[src/rtl/serial_adder_ctrl.sv]
// Bit-serial adder controller: one full-adder slice sequenced LSB-first over WIDTH clocks,
// with a start/busy/done handshake and a result held until the next accepted start.

module fulladder (
    input  logic a,
    input  logic b,
    input  logic cin,
    output logic sum,
    output logic carry
);
    assign sum   = a ^ b ^ cin;
    assign carry = (a & b) | (cin & (a ^ b));
endmodule

module serial_adder_ctrl #(
    parameter int unsigned WIDTH = 8
) (
    input  logic             clk,
    input  logic             rst_n,
    input  logic             start,
    input  logic [WIDTH-1:0] a,
    input  logic [WIDTH-1:0] b,
    input  logic             cin,
    output logic             busy,
    output logic             done,
    output logic [WIDTH-1:0] sum,
    output logic             carry
);
    localparam int unsigned CW = $clog2(WIDTH + 1);

    typedef enum logic [1:0] {IDLE, RUN, DONE} state_t;

    state_t           state;
    logic [WIDTH-1:0] sh_a;
    logic [WIDTH-1:0] sh_b;
    logic             c_q;
    logic [CW-1:0]    cnt;
    logic             fa_sum;
    logic             fa_carry;

    fulladder u_fa (
        .a     (sh_a[0]),
        .b     (sh_b[0]),
        .cin   (c_q),
        .sum   (fa_sum),
        .carry (fa_carry)
    );

    always_ff @(posedge clk or negedge rst_n) begin
        if (!rst_n) begin
            state <= IDLE;
            sh_a  <= '0;
            sh_b  <= '0;
            c_q   <= 1'b0;
            cnt   <= '0;
            busy  <= 1'b0;
            done  <= 1'b0;
            sum   <= '0;
            carry <= 1'b0;
        end else begin
            case (state)
                IDLE: begin
                    done <= 1'b0;
                    if (start) begin
                        sh_a  <= a;
                        sh_b  <= b;
                        c_q   <= cin;
                        cnt   <= '0;
                        sum   <= '0;
                        carry <= 1'b0;
                        busy  <= 1'b1;
                        state <= RUN;
                    end
                end
                RUN: begin
                    // Slice sum enters at the MSB so after WIDTH shifts bit 0 lands at sum[0].
                    sh_a <= sh_a >> 1;
                    sh_b <= sh_b >> 1;
                    c_q  <= fa_carry;
                    sum  <= {fa_sum, sum[WIDTH-1:1]};
                    cnt  <= cnt + CW'(1);
                    if (cnt == CW'(WIDTH - 1)) begin
                        carry <= fa_carry;
                        busy  <= 1'b0;
                        done  <= 1'b1;
                        state <= DONE;
                    end
                end
                DONE: begin
                    done  <= 1'b0;
                    state <= IDLE;
                end
                default: begin
                    busy  <= 1'b0;
                    done  <= 1'b0;
                    state <= IDLE;
                end
            endcase
        end
    end
endmodule

[config.mk]
export PLATFORM = sky130hd
export DESIGN_NAME = serial_adder_ctrl
export DESIGN_NICKNAME = d
export VERILOG_FILES = /design/src/rtl/serial_adder_ctrl.sv
export SDC_FILE = /design/constraint.sdc
export NUM_CORES = 1
export LEC_CHECK = 0
export ABC_AREA = 1
export CORE_MARGIN = 2
export CORE_UTILIZATION = 43
export CTS_CLUSTER_SIZE = 40
export DETAILED_ROUTE_END_ITERATION = 8
export PLACE_DENSITY = 0.69
export REMOVE_ABC_BUFFERS = 1
export SYNTH_ARGS = -nofsm -noshare
export SYNTH_HDL_FRONTEND = slang
export SYNTH_SLANG_ARGS = --single-unit
[constraint.sdc]
create_clock -name clk -period 1.65 [get_ports clk]
set_input_delay 0.165 -clock clk [delete_from_list [all_inputs] [get_ports clk]]
set_output_delay 0.165 -clock clk [all_outputs]
set_load 0.05 [all_outputs]
==> flow_summary.toml <==
[clocking]
cts.reportedPaths.clkPinSlew_ps = 100
root_buffer = "clkbuf_4"
insertion_delay_ps = 330
cts_max_path_buffers = 2
cts_tree = "built"
cts_buffers = 5
htree_num_levels = 2
post_cts_buffers = 0
cts_hold_buf = 0
clkSinkCount = 34
cts.repair.resized = 7

[place]
dp.cells = 238
post_dp_cell_area_sq_um = 1812
dpl.hpwl_mm = 1.898
port-buffer-count = 30
gp_congestion = 0.7762

[sta]
finalSetupViolations = 0
fmax_mhz = 723.4
hold_violations = 0
slew_headroom_pct = 66.99
tns_ps = 0
fin_crit_ps = 1382
skew_ps = 11.30
finalCritPeriodShare_pct = 83.78
holdWs_ps = 240.3
slew_viol_final = 0
worst_pin_slew_ps = 497.1
rsz0062_at_grt = "false"

[synthesis]
syn-cell-area_sq_um = 1493
syn_inst = 166
ys_seq_area_share_pct = 57.00
synth_cell_type_count = 18
syn_avg_cell_area_sq_um = 8.992
ys_ff_latch = 34
ys_warn_count = 0

[route]
viasPerCell = 4.939
vias = 1215
totalWireLength_mm = 2.799
wl_per_cell_um = 11.38
first_iter_violations = 49
drtPass1Iterations = 5
postRouteAntennaNets = 0
drc = 0

[worst_setup_path]
path_buf_inv = 1
worstPathRequired_ps = 1480
crit_type = "reg2out"
path_cells = "dlygate4sd2_1"
path_max_fanout = 2
slowest_stage = "dlygate4sd2_1"
cp_top_family = "buffers and inverters"
end_kind = "output port"
worstPathArrival_ps = 1220
slowest_delay_ps = 540
start_kind = "flip-flop"

[finish]
area_growth_pct = 24.81
nFillCells = 332
fin_cells = 246
drive_above_1_share_pct = 9.500
postLayoutCoreUtil_pct = 55.83
layout.nets = 221
antenna_cells = 0
final_area_sq_um = 1863

[floorplan]
fp-row-count = 21
die_area_sq_um = 3959
core-area_sq_um = 3337
floorplan.initialDensity_pct = 44.73
dieHeight_um = 62.92
io_pins = 31
die_x_um = 62.92

[grt]
grt-ovfl-total = 0
antenna_found_initial = 0
grt_usage_pct = 16.31
grt_pass1_wl_mm = 5.030
grt_max_degree = 35
grt_pass1_vias = 1136

[power_and_ir_drop]
power.leakage_nw = 0.9319
combPwrFrac_pct = 45.5
p_per_area_nw_per_um2 = 1786
p_int_mw = 1.851
ir_drop_mv = 0.6065
p_seq_share_pct = 40.3
switching_share_pct = 44.36
switchingPower_mw = 1.476
clockPowerShare_pct = 14.1

[job]
timing.max_cap.violations = 0

[run_status]
status = "completed"

[min_path]
hold_class = "in2async"
==> sequential cells by signal, indices dropped and copies added (netlist names) <==
register,cells
carry,1
sum,8
done,1
sh_b,8
c_q,1
sh_a,8
busy,1
state,2
cnt,4
==> power groups by stage <==
| stage | clock, mW | combinational, mW | sequential, mW |
|---|---|---|---|
| 5_1_grt | 0.538 | 1.69 | 1.38 |
| 2_1_floorplan | 0 | 0.731 | 1.71 |
| 6_report | 0.471 | 1.51 | 1.34 |
| 3_5_place_dp | 0 | 1.58 | 1.36 |
| 3_3_place_gp | 0 | 1.55 | 1.35 |
| 4_1_cts | 0.496 | 1.54 | 1.34 |
==> through the flow <==
stage | total power, mW | setup slack (ps)
2_1_floorplan | 2.442 | 122.6
3_3_place_gp | 2.899 | 348.0
3_5_place_dp | 2.944 | 298.8
4_1_cts | 3.376 | 241.3
5_1_grt | 3.610 | 169.6
6_report | 3.328 | 267.6
==> kinds of logic (layout without fill, tap and decap cells) <==
| group | Yosys count | in the layout | synth area share [%] |
|---|---|---|---|
| compound gates | 12 | 12 | 4.777 |
| xor+xnor | 1 | 1 | 0.5869 |
| fa+ha+maj | 2 | 2 | 2.179 |
| buf+inv | 24 | 58 | 7.712 |
| flops | 34 | 34 | 57.00 |
| simple gates | 93 | 93 | 27.75 |
==> cells in the final DEF, fill, tap and decap left out <==
master           instances
nand2_1                 50
nand3_1                 38
dfrtp_1                 34
clkdlybuf4s50_1         19
inv_1                   15
o22ai_1                  7
dlygate4sd2_1            7
buf_4                    7
clkbuf_4                 5
o21ai_0                  3
inv_2                    2
nor2_4                   2
nor2_1                   2
o21a_1                   1
nand2_2                  1
xnor2_1                  1
a21oi_1                  1
fa_1                     1
ha_1                     1
clkbuf_1                 1
clkinv_2                 1
clkbuf_8                 1
==> routing by layer <==
| layer | vias to the layer above | routed length [um] | track usage [%] |
|---|---|---|---|
| met5 | - | 0 | 0 |
| met1 | 563 | 1268 | 20.05 |
| met4 | 0 | 46 | 5.833 |
| li1 | 609 | - | - |
| met2 | 38 | 1302 | 26.20 |
| met3 | 5 | 182 | 6.126 |
==> worst paths after layout <==
check | startpoint | end | slack (ps) | cells after the start
worst max-delay path | sum[3]$_DFFE_PN0P_ | sum[3] | 270 | 1
worst min-delay path | rst_n | sum[7]$_DFFE_PN0P_ | 240 | 2
worst max register to register | state[1]$_DFFE_PN0P_ | sh_a[6]$_DFFE_PN0P_ | 280 | 5
worst min register to register | carry$_DFFE_PN0P_ | carry$_DFFE_PN0P_ | 490 | 2
max in group asynchronous | rst_n | sh_b[4]$_DFFE_PN0P_ | 1100 | 2
min in group clk | b[7] | sh_b[7]$_DFFE_PN0P_ | 350 | 3
==> synth_stat cells <==
cell	number	area share [%]
o22ai_1	7	2.9
inv_1	15	3.8
nand2_2	1	0.42
fa_1	1	1.3
ha_1	1	0.84
nor2_4	2	1.5
inv_2	2	0.50
buf_2	2	0.67
buf_4	4	2.0
nand3_1	38	13
o21ai_0	3	1.0
nand2_1	50	13
a21oi_1	1	0.33
nor2_1	2	0.50
dfrtp_1	34	57
o21a_1	1	0.50
xnor2_1	1	0.59
buf_6	1	0.75
==> area by class of cell <==
class	instances	area [sq um]	share of cell area (%)
clock inverters	1	5.005	0.2686
multi-input cells	108	526.8	28.27
flip-flops and latches	34	850.8	45.67
repair buffers	33	304.0	16.32
clock buffers	7	55.05	2.955
well taps	46	57.56	3.089
inverters	17	63.81	3.425
(Power assumes the default switching activity.)
